==> src/rtl/rs_cdb_listener_pkg.sv <==
// rtl/rs_cdb_listener_pkg.sv - shared widths, no-producer label and entry state encoding
package rs_cdb_listener_pkg;

    localparam int LABEL_W = 4;
    localparam int DATA_W  = 32;
    localparam int OP_W    = 2;

    // Label 0 is never owned by an entry: a Q of 0 means the operand value is present.
    localparam logic [LABEL_W-1:0] LABEL_NONE = '0;

    typedef enum logic [1:0] {
        ST_FREE  = 2'd0,
        ST_WAIT  = 2'd1,
        ST_READY = 2'd2,
        ST_EXEC  = 2'd3
    } rs_state_t;

endpackage

==> src/rtl/rs_cdb_listener_entry.sv <==
// rtl/rs_cdb_listener_entry.sv - one reservation-station entry (rs_entry): state machine, CDB snoop, own-label free
//
// Ports:
//   clk, rst_n                     clock, asynchronous active-low reset
//   i_load                         take an issue this edge (only honoured while FREE)
//   i_op, i_qj, i_qk, i_vj, i_vk   issue payload, already bypass-resolved by the top
//   i_cdb_en/label/data            common-data-bus broadcast
//   i_dispatch                     functional unit accepted this entry (only honoured while READY)
//   o_state, o_op, o_vj, o_vk      registered entry contents
module rs_entry
    import rs_cdb_listener_pkg::*;
#(
    parameter logic [LABEL_W-1:0] MY_LABEL = 4'd1
) (
    input  logic                clk,
    input  logic                rst_n,
    input  logic                i_load,
    input  logic [OP_W-1:0]     i_op,
    input  logic [LABEL_W-1:0]  i_qj,
    input  logic [LABEL_W-1:0]  i_qk,
    input  logic [DATA_W-1:0]   i_vj,
    input  logic [DATA_W-1:0]   i_vk,
    input  logic                i_cdb_en,
    input  logic [LABEL_W-1:0]  i_cdb_label,
    input  logic [DATA_W-1:0]   i_cdb_data,
    input  logic                i_dispatch,
    output rs_state_t           o_state,
    output logic [OP_W-1:0]     o_op,
    output logic [DATA_W-1:0]   o_vj,
    output logic [DATA_W-1:0]   o_vk
);

    rs_state_t              r_state, w_state;
    logic [OP_W-1:0]        r_op,    w_op;
    logic [LABEL_W-1:0]     r_qj,    w_qj;
    logic [LABEL_W-1:0]     r_qk,    w_qk;
    logic [DATA_W-1:0]      r_vj,    w_vj;
    logic [DATA_W-1:0]      r_vk,    w_vk;

    // A broadcast on label 0 must never match, otherwise it would overwrite present operands.
    logic w_cdb_hit;
    assign w_cdb_hit = i_cdb_en && (i_cdb_label != LABEL_NONE);

    always_ff @(posedge clk or negedge rst_n) begin
        if (!rst_n) begin
            r_state <= ST_FREE;
            r_op    <= '0;
            r_qj    <= '0;
            r_qk    <= '0;
            r_vj    <= '0;
            r_vk    <= '0;
        end else begin
            r_state <= w_state;
            r_op    <= w_op;
            r_qj    <= w_qj;
            r_qk    <= w_qk;
            r_vj    <= w_vj;
            r_vk    <= w_vk;
        end
    end

    always_comb begin
        w_state = r_state;
        w_op    = r_op;
        w_qj    = r_qj;
        w_qk    = r_qk;
        w_vj    = r_vj;
        w_vk    = r_vk;
        case (r_state)
            ST_FREE: begin
                if (i_load) begin
                    w_op    = i_op;
                    w_qj    = i_qj;
                    w_qk    = i_qk;
                    w_vj    = i_vj;
                    w_vk    = i_vk;
                    w_state = ((i_qj == LABEL_NONE) && (i_qk == LABEL_NONE)) ? ST_READY : ST_WAIT;
                end
            end
            ST_WAIT: begin
                if (w_cdb_hit && (r_qj == i_cdb_label)) begin
                    w_qj = LABEL_NONE;
                    w_vj = i_cdb_data;
                end
                if (w_cdb_hit && (r_qk == i_cdb_label)) begin
                    w_qk = LABEL_NONE;
                    w_vk = i_cdb_data;
                end
                if ((w_qj == LABEL_NONE) && (w_qk == LABEL_NONE)) begin
                    w_state = ST_READY;
                end
            end
            ST_READY: begin
                if (i_dispatch) begin
                    w_state = ST_EXEC;
                end
            end
            ST_EXEC: begin
                // Hold the label until its own result is broadcast so it is never reused early.
                if (w_cdb_hit && (i_cdb_label == MY_LABEL)) begin
                    w_state = ST_FREE;
                end
            end
            default: w_state = ST_FREE;
        endcase
    end

    assign o_state = r_state;
    assign o_op    = r_op;
    assign o_vj    = r_vj;
    assign o_vk    = r_vk;

endmodule

==> src/rtl/rs_cdb_listener.sv <==
// rtl/rs_cdb_listener.sv - reservation station listening on the common data bus
//
// Optional feature macro: RS_CDB_BYPASS_EN (same-cycle CDB capture at issue).
// Without it, issue is blocked in any cycle carrying a broadcast.
//
// Ports:
//   clk, rst_n                              clock, asynchronous active-low reset
//   issueValid, issueOp, issueQj/Qk, issueVj/Vk   issue request from decode
//   issueReady, issueLabel                  issue accepted / label the issue would take
//   cdbEN, cdbLabel, cdbData                CDB broadcast
//   exValid, exOp, exA, exB, exLabel        dispatch to the functional unit
//   exReady                                 functional unit accepts the dispatch
module rs_cdb_listener
    import rs_cdb_listener_pkg::*;
#(
    parameter int                 DEPTH      = 3,
    parameter logic [LABEL_W-1:0] LABEL_BASE = 4'd1
) (
    input  logic                clk,
    input  logic                rst_n,
    input  logic                issueValid,
    input  logic [OP_W-1:0]     issueOp,
    input  logic [LABEL_W-1:0]  issueQj,
    input  logic [LABEL_W-1:0]  issueQk,
    input  logic [DATA_W-1:0]   issueVj,
    input  logic [DATA_W-1:0]   issueVk,
    output logic                issueReady,
    output logic [LABEL_W-1:0]  issueLabel,
    input  logic                cdbEN,
    input  logic [LABEL_W-1:0]  cdbLabel,
    input  logic [DATA_W-1:0]   cdbData,
    output logic                exValid,
    output logic [OP_W-1:0]     exOp,
    output logic [DATA_W-1:0]   exA,
    output logic [DATA_W-1:0]   exB,
    output logic [LABEL_W-1:0]  exLabel,
    input  logic                exReady
);

    localparam int IDX_W = 2;

    rs_state_t              w_state [DEPTH];
    logic [OP_W-1:0]        w_op    [DEPTH];
    logic [DATA_W-1:0]      w_vj    [DEPTH];
    logic [DATA_W-1:0]      w_vk    [DEPTH];
    logic [DEPTH-1:0]       w_load;
    logic [DEPTH-1:0]       w_dispatch;

    logic                   w_any_free;
    logic [IDX_W-1:0]       w_free_idx;
    logic                   w_any_ready;
    logic [IDX_W-1:0]       w_ready_idx;
    logic [IDX_W-1:0]       w_sel_idx;
    logic                   w_accept;

    logic [LABEL_W-1:0]     w_eff_qj, w_eff_qk;
    logic [DATA_W-1:0]      w_eff_vj, w_eff_vk;

    // Selection lock: once a dispatch is stalled, keep presenting the same entry even if a
    // lower-index entry becomes READY meanwhile, so ex* stay steady. The locked entry stays
    // READY because only an accepted dispatch moves it out of READY.
    logic                   r_lock;
    logic [IDX_W-1:0]       r_lock_idx;

    always_comb begin
        w_any_free  = 1'b0;
        w_free_idx  = '0;
        w_any_ready = 1'b0;
        w_ready_idx = '0;
        for (int i = DEPTH - 1; i >= 0; i--) begin
            if (w_state[i] == ST_FREE) begin
                w_any_free = 1'b1;
                w_free_idx = IDX_W'(i);
            end
            if (w_state[i] == ST_READY) begin
                w_any_ready = 1'b1;
                w_ready_idx = IDX_W'(i);
            end
        end
    end

    assign w_sel_idx  = r_lock ? r_lock_idx : w_ready_idx;
    assign issueLabel = LABEL_BASE + LABEL_W'(w_free_idx);

`ifdef RS_CDB_BYPASS_EN
    logic w_byp_j, w_byp_k;
    assign w_byp_j    = cdbEN && (cdbLabel != LABEL_NONE) && (issueQj == cdbLabel);
    assign w_byp_k    = cdbEN && (cdbLabel != LABEL_NONE) && (issueQk == cdbLabel);
    assign w_eff_qj   = w_byp_j ? LABEL_NONE : issueQj;
    assign w_eff_qk   = w_byp_k ? LABEL_NONE : issueQk;
    assign w_eff_vj   = w_byp_j ? cdbData : issueVj;
    assign w_eff_vk   = w_byp_k ? cdbData : issueVk;
    assign issueReady = w_any_free;
`else
    // A new entry cannot see a broadcast made in its own issue cycle, so refuse issue then.
    assign w_eff_qj   = issueQj;
    assign w_eff_qk   = issueQk;
    assign w_eff_vj   = issueVj;
    assign w_eff_vk   = issueVk;
    assign issueReady = w_any_free && !cdbEN;
`endif

    assign w_accept = issueValid && issueReady;
    assign exValid  = w_any_ready;

    always_comb begin
        w_load     = '0;
        w_dispatch = '0;
        exOp       = '0;
        exA        = '0;
        exB        = '0;
        exLabel    = '0;
        for (int i = 0; i < DEPTH; i++) begin
            if (w_accept && (w_free_idx == IDX_W'(i))) begin
                w_load[i] = 1'b1;
            end
            if (w_any_ready && (w_sel_idx == IDX_W'(i))) begin
                w_dispatch[i] = exReady;
                exOp          = w_op[i];
                exA           = w_vj[i];
                exB           = w_vk[i];
                exLabel       = LABEL_BASE + LABEL_W'(i);
            end
        end
    end

    always_ff @(posedge clk or negedge rst_n) begin
        if (!rst_n) begin
            r_lock     <= 1'b0;
            r_lock_idx <= '0;
        end else begin
            r_lock     <= w_any_ready && !exReady;
            r_lock_idx <= w_sel_idx;
        end
    end

    for (genvar g = 0; g < DEPTH; g++) begin : g_entry
        rs_entry #(
            .MY_LABEL (LABEL_BASE + LABEL_W'(g))
        ) u_entry (
            .clk         (clk),
            .rst_n       (rst_n),
            .i_load      (w_load[g]),
            .i_op        (issueOp),
            .i_qj        (w_eff_qj),
            .i_qk        (w_eff_qk),
            .i_vj        (w_eff_vj),
            .i_vk        (w_eff_vk),
            .i_cdb_en    (cdbEN),
            .i_cdb_label (cdbLabel),
            .i_cdb_data  (cdbData),
            .i_dispatch  (w_dispatch[g]),
            .o_state     (w_state[g]),
            .o_op        (w_op[g]),
            .o_vj        (w_vj[g]),
            .o_vk        (w_vk[g])
        );
    end

endmodule

==> config.mk <==
export PLATFORM = sky130hd
export DESIGN_NAME = rs_cdb_listener
export DESIGN_NICKNAME = d
export VERILOG_FILES = /design/src/rtl/rs_cdb_listener_pkg.sv /design/src/rtl/rs_cdb_listener_entry.sv /design/src/rtl/rs_cdb_listener.sv
export SDC_FILE = /design/constraint.sdc
export NUM_CORES = 1
export LEC_CHECK = 0
export CAP_MARGIN = 0
export CELL_PAD_IN_SITES_DETAIL_PLACEMENT = 0
export CELL_PAD_IN_SITES_GLOBAL_PLACEMENT = 2
export CORE_MARGIN = 2
export CORE_UTILIZATION = 36
export CTS_CLUSTER_DIAMETER = 40
export DETAILED_ROUTE_END_ITERATION = 8
export PLACE_DENSITY = 0.94
export SYNTH_ARGS = -nofsm -noshare
export SYNTH_HDL_FRONTEND = slang
export SYNTH_SLANG_ARGS = --single-unit
==> constraint.sdc <==
create_clock -name clk -period 4.7 [get_ports clk]
set_input_delay 0.47 -clock clk [delete_from_list [all_inputs] [get_ports clk]]
set_output_delay 0.47 -clock clk [all_outputs]
set_load 0.01 [all_outputs]
==> impl_metrics.yaml, run 1 <==
cells_and_area:
  multi_input_comb_area_um2: 6120
  finalNetCount: 1663
  final_cell_mix: "231 x dfrtp_1, 208 x nor2_1, 195 x a21oi_1, 195 x mux2i_1, 185 x clkdlybuf4s50_1"
  area_growth_pct: 30.7
  drive_above_1_share: 0.0771
  fill_cells: 3266
  layout_commonest_cell: "dfrtp_1"
  seq_area_um2: 5780
power_and_ir_drop:
  peakVddDrop_uv: 443
  power.total_w: 0.0141
  p_per_area_nw_per_um2: 865
  leakagePower_nw: 6.75
floorplanning:
  io_pins: 191
  die_h_um: 190
  die_w_um: 190
  dieArea_um2: 36100
  start_util: 0.363
  coreArea_um2: 34300
  rows: 68
worst_setup_path:
  path_delay_family: "buffers and inverters"
  endpoint_kind: "output port"
  start_kind: "flip-flop"
  slowest_delay_ns: 0.60
  crit_path_top_delay_cell: "clkdlybuf4s50_1"
  cp.required_ns: 4.23
  cp_max_fo: 39
  path_class: "reg2out"
  crit_buf_inv: 3
  crit_top_cell: "a21oi_1"
  crit_arrival_ns: 3.74
  path_cells: "inv_1, ha_1, or2_2, a21oi_1, a21oi_4, nand2_4, buf_4, nor2_1, a21oi_1, clkdlybuf4s50_1"
route:
  drc_errors: 0
  dr_total_vias: 10600
  first_pass_iters: 7
  ant_nets: 0
  wl_per_cell_um: 19.1
  route.final.wire_length_um: 38700
  vias_per_cell: 5.25
  drtIter0Drc: 659
global_route:
  grt_pass1_vias: 10700
  grtUsageTotal: 0.215
  grt_max_degree: 75
  antenna_found_initial: 3
  grt.overflow.total: 0
  grt_pass1_wl_um: 60600
clocking:
  cts.sinks: 231
  cts_max_level: 2
  clockBufferDepth: 3
  cts-hold-fix-buffers: 1
  cts.clk_slew.worst_paths_ns: 0.05
  clock_latency_ns: 0.54
  cts_tree: "done"
  root_buffer: "clkbuf_16"
  cts_inserted_buffers: 43
  cts_resized: 0
  cts_setup_buffers: 0
logic_synthesis:
  synth-adder-area-share: 0.0121
  async_flop_share: 1.00
  yosys-mux-area-fraction: 0.165
  syn_avg_cell_area_um2: 8.96
  synth_edf_count: 0
  synth_seq_area_share: 0.465
  syn_inst: 1388
  synth.top_cell.area_share: 0.465
  synth_area_leaders: "dfrtp_1 46%, mux2i_1 16%, a21oi_1 7.8%, o21ai_0 6.3%, nor2_1 6.3%"
  synth-xor-area-share: 0.0169
  synth-compound-area-share: 0.163
  synth-warning-count: 0
  synth_top_area_cell: "dfrtp_1"
  ys_seq_elements: 231
  syn_area_um2: 12400
  synth_top_family_by_area: "multiplexers"
  synth-simple-area-share: 0.128
  synthFlopType: "dfrtp_1"
  synth.distinct_cells: 44
timing:
  final.period_utilization: 0.896
  skew_ns: 0.0142
  hold_violations: 0
  period_minus_slack_ns: 4.21
  slew_headroom: 0.298
  fmax_mhz: 238
  fin_setup_tns_ns: 0
  tightest_slew_ns: 1.05
  holdWs_ns: 0.468
  drv_slew: 0
  setup_viol: 0
  setup_slack_ns: 0.490
  rsz0062_at_grt: "false"
placed_design:
  pre_cts_ws_ns: 1.02
  dp_hpwl_um: 23700
  port_buffers: 186
  gp_congestion: 0.770
min_path:
  hold_path.class: "reg2reg"
outcome:
  outcome: "finished, final reports clean"
flow_run:
  drv_cap: 0
-- cells in the mapped netlist, drive strengths merged, types with 3 or more instances --
cell and n:
nor2 208, nand3 8, nand2 160, a31oi 3, dfrtp 231, mux2i 195
buf 51, clkbuf 55, nand4 4, ha 12, o21ai 158, xor2 20
inv 28, nand2b 5, nor4 5, xnor2 4, a21oi 198, a22o 8
mux2 9
-- routing by layer --
layer  global-route usage  up-vias  share of wire
met5                    0        -        0.00028
met4               0.0537        2          0.017
met3               0.0358       49          0.051
met2                0.356      291           0.47
met1                0.293     5245           0.46
li1                     -     5052              -
-- worst min-delay path, cell delays in order, from the launching register on --
cell,delay (ns)
dfrtp_1,0.33
nand2_1,0.04
o21ai_0,0.06
-- path summary, 6_finish.rpt --
check	from	endpoint	slack (ns)	cells past startpoint
hold / removal	g_entry[0].u_entry.o_vk[24]$_DFFE_PN0P_	g_entry[0].u_entry.o_vk[24]$_DFFE_PN0P_	0.47	2
max in group asynchronous	rst_n	g_entry[1].u_entry.o_vj[15]$_DFFE_PN0P_	2.99	3
setup reg to reg	g_entry[2].u_entry.o_state[0]$_DFFE_PN0P_	g_entry[2].u_entry.o_state[1]$_DFFE_PN0P_	1.62	8
setup / recovery	g_entry[1].u_entry.o_state[0]$_DFFE_PN0P_	exA[2]	0.49	10
min in group asynchronous	rst_n	g_entry[2].u_entry.o_op[1]$_DFFE_PN0P_	0.50	2
hold reg to reg	g_entry[0].u_entry.o_vk[24]$_DFFE_PN0P_	g_entry[0].u_entry.o_vk[24]$_DFFE_PN0P_	0.47	2
-- registers in the layout (all words and copies together) (netlist names) --
register and flops:
g_entry.u_entry.o_vj 96, r_lock 1, g_entry.u_entry.r_qk 12, g_entry.u_entry.o_state 6, g_entry.u_entry.o_op 6, g_entry.u_entry.o_vk 96, g_entry.u_entry.r_qj 12, r_lock_idx 2
-- layout make-up --
| class | instances | share of cell area |
|---|---|---|
| Clock inverter | 29 | 0.0284 |
| Inverter | 28 | 0.00646 |
| Multi-Input combinational cell | 1026 | 0.377 |
| Antenna cell | 2 | 0.000308 |
| Sequential cell | 231 | 0.356 |
| Clock buffer | 50 | 0.0703 |
| Timing Repair Buffer | 206 | 0.127 |
| Tap cell | 455 | 0.0350 |
-- power breakdown --
part | internal [W] | total (W) | switching [W]
Clock | 0.00231 | 0.00342 | 0.00112
Combinational | 0.00307 | 0.00710 | 0.00404
Sequential | 0.00300 | 0.00354 | 0.000542
Total | 0.00838 | 0.0141 | 0.00570
-- cell families (layout without fill, tap and decap cells) --
| group | after synthesis | in the layout |
|---|---|---|
| mux | 204 | 204 |
| buf+inv | 134 | 313 |
| other cells | 1 | 6 |
| flops | 231 | 231 |
| simple gates | 401 | 401 |
| xor+xnor | 24 | 24 |
| compound gates | 381 | 381 |
| fa+ha+maj | 12 | 12 |
-- metrics by stage --
stage / utilization / cell area (um^2) / instances
after floorplan: - / 12500 / 1391
after global placement: 0.427 / 14600 / 1945
after detailed placement: 0.427 / 14600 / 1945
after CTS: 0.474 / 16300 / 2025
after global routing: 0.474 / 16300 / 2027
final: 0.474 / 16300 / 2027
(Power assumes the default switching activity.)
==> inputs of run 2 (changes only) <==
- CELL_PAD_IN_SITES_DETAIL_PLACEMENT: 0 -> unset
- CELL_PAD_IN_SITES_GLOBAL_PLACEMENT: 2 -> unset
- CORE_UTILIZATION: 36 -> 55
- PLACE_DENSITY: 0.94 -> 0.89
==> impl_metrics.yaml, run 2 (same netlist as run 1, synthesis figures left out) <==
clocking:
  cts_max_level: 2
  cts_tree: "done"
  cts.clk_slew.worst_paths_ns: 0.05
  root_buffer: "clkbuf_16"
  cts_setup_buffers: 0
  cts_inserted_buffers: 38
  clock_latency_ns: 0.51
  cts_resized: 0
  cts.sinks: 231
  clockBufferDepth: 3
  cts-hold-fix-buffers: 0
cells_and_area:
  finalNetCount: 1655
  layout_commonest_cell: "dfrtp_1"
  drive_above_1_share: 0.0700
  final_cell_mix: "231 x dfrtp_1, 208 x nor2_1, 195 x a21oi_1, 195 x mux2i_1, 185 x clkdlybuf4s50_1"
  area_growth_pct: 27.0
  stdcell_area_um2: 15800
worst_setup_path:
  regToRegSetupSlack_ns: 1.73
  cp_max_fo: 52
  path_class: "reg2out"
  endpoint_kind: "output port"
  crit_arrival_ns: 3.67
  cp.required_ns: 4.23
  start_kind: "flip-flop"
timing:
  hold_violations: 0
  fmax_mhz: 241
  slew_headroom: 0.386
  final.period_utilization: 0.881
  period_minus_slack_ns: 4.14
  drv_slew: 0
  skew_ns: 0.0116
  setup_viol: 0
  holdWs_ns: 0.0216
  rsz0062_at_grt: "false"
  fin_setup_tns_ns: 0
  tightest_slew_ns: 0.921
route:
  ant_nets: 0
  route.final.wire_length_um: 36500
  drtIter0Drc: 1009
  first_pass_iters: 7
  vias_per_cell: 6.02
  dr_total_vias: 11100
  wl_per_cell_um: 19.8
  drc_errors: 0
global_route:
  grtUsageTotal: 0.303
  grt_pass1_vias: 11600
  grt_pass1_wl_um: 58300
  grt_max_degree: 121
  antenna_found_initial: 1
  grt.overflow.total: 0
power_and_ir_drop:
  leakagePower_nw: 6.64
  p_per_area_nw_per_um2: 867
  peakVddDrop_uv: 558
placed_design:
  port_buffers: 186
  dp_hpwl_um: 22100
  gp_congestion: 0.864
  postPlaceCellArea_um2: 14400
outcome:
  outcome: "finished, final reports clean"
floorplanning:
  dieArea_um2: 23800
  start_util: 0.554
  die_w_um: 154
  rows: 55
  die_h_um: 154
  coreArea_um2: 22400
  io_pins: 191
flow_run:
  drv_cap: 0
min_path:
  hold_path.class: "in2async"
## run 2: cell types whose count changed in the layout (fill, tap and decap cells not counted), sizes merged
cell and change:
buf -2, bufinv -4, clkbuf -4, clkinv -1
clkinvlp -3, diode -1, dlygate4sd3 -1, inv +2
## run 2: path summary, 6_finish.rpt
| kind | cells after the start | start | endpoint |
|---|---|---|---|
| max in group asynchronous | 2 | rst_n | g_entry[0].u_entry.r_qk[1]$_DFFE_PN0P_ |
| min | 1 | rst_n | g_entry[1].u_entry.o_vk[9]$_DFFE_PN0P_ |
| min reg2reg | 2 | g_entry[0].u_entry.o_vj[24]$_DFFE_PN0P_ | g_entry[0].u_entry.o_vj[24]$_DFFE_PN0P_ |
| max reg2reg | 8 | g_entry[2].u_entry.o_state[0]$_DFFE_PN0P_ | g_entry[2].u_entry.o_state[1]$_DFFE_PN0P_ |
| max | 10 | g_entry[1].u_entry.o_state[0]$_DFFE_PN0P_ | exA[6] |
| min in group clk | 2 | g_entry[0].u_entry.o_vj[24]$_DFFE_PN0P_ | g_entry[0].u_entry.o_vj[24]$_DFFE_PN0P_ |
## run 2: worst max-delay path: stages (launching register included)
cell and delay, ns:
dfrtp_1 0.43, inv_1 0.12, ha_1 0.32, or2_2 0.31
a21oi_1 0.28, a21oi_4 0.06, nand2_2 0.35, buf_12 0.34
nor2_1 0.08, a21oi_1 0.24, clkdlybuf4s50_1 0.59
## run 2: per-stage QoR
stage | util | worst slack, ns | cells | total power, W
finish | 0.704 | 0.559 | 1843 | 0.0137
global route | 0.704 | 0.451 | 1843 | 0.0145
CTS | 0.704 | 0.630 | 1842 | 0.0136
detailed placement | 0.642 | 1.26 | 1773 | 0.0106
global placement | 0.642 | 1.35 | 1773 | 0.0103
floorplan | - | 2.18 | 1391 | 0.00787
## run 2: per-layer routing
metal | part of all wire | global-route usage | vias to the layer above
li1 | - | - | 5033
met1 | 0.40 | 0.389 | 5353
met2 | 0.48 | 0.502 | 597
met3 | 0.082 | 0.0493 | 105
met4 | 0.037 | 0.153 | 0
met5 | 0 | 0 | -
## run 2: power by group
group,switching [W],internal [W]
logic,0.00407,0.00305
clock network,0.00103,0.00196
registers,0.000585,0.00300
total,0.00568,0.00801
## run 2: layout make-up
class / count / area [um^2]
sequential: 231 / 5780
clock buffer: 46 / 1060
inverter: 28 / 105
antenna: 1 / 2.50
multi-input combinational: 1026 / 6110
tap: 285 / 357
fill: 1580 / 6640
clock inverter: 23 / 313
timing repair buffer: 203 / 2060
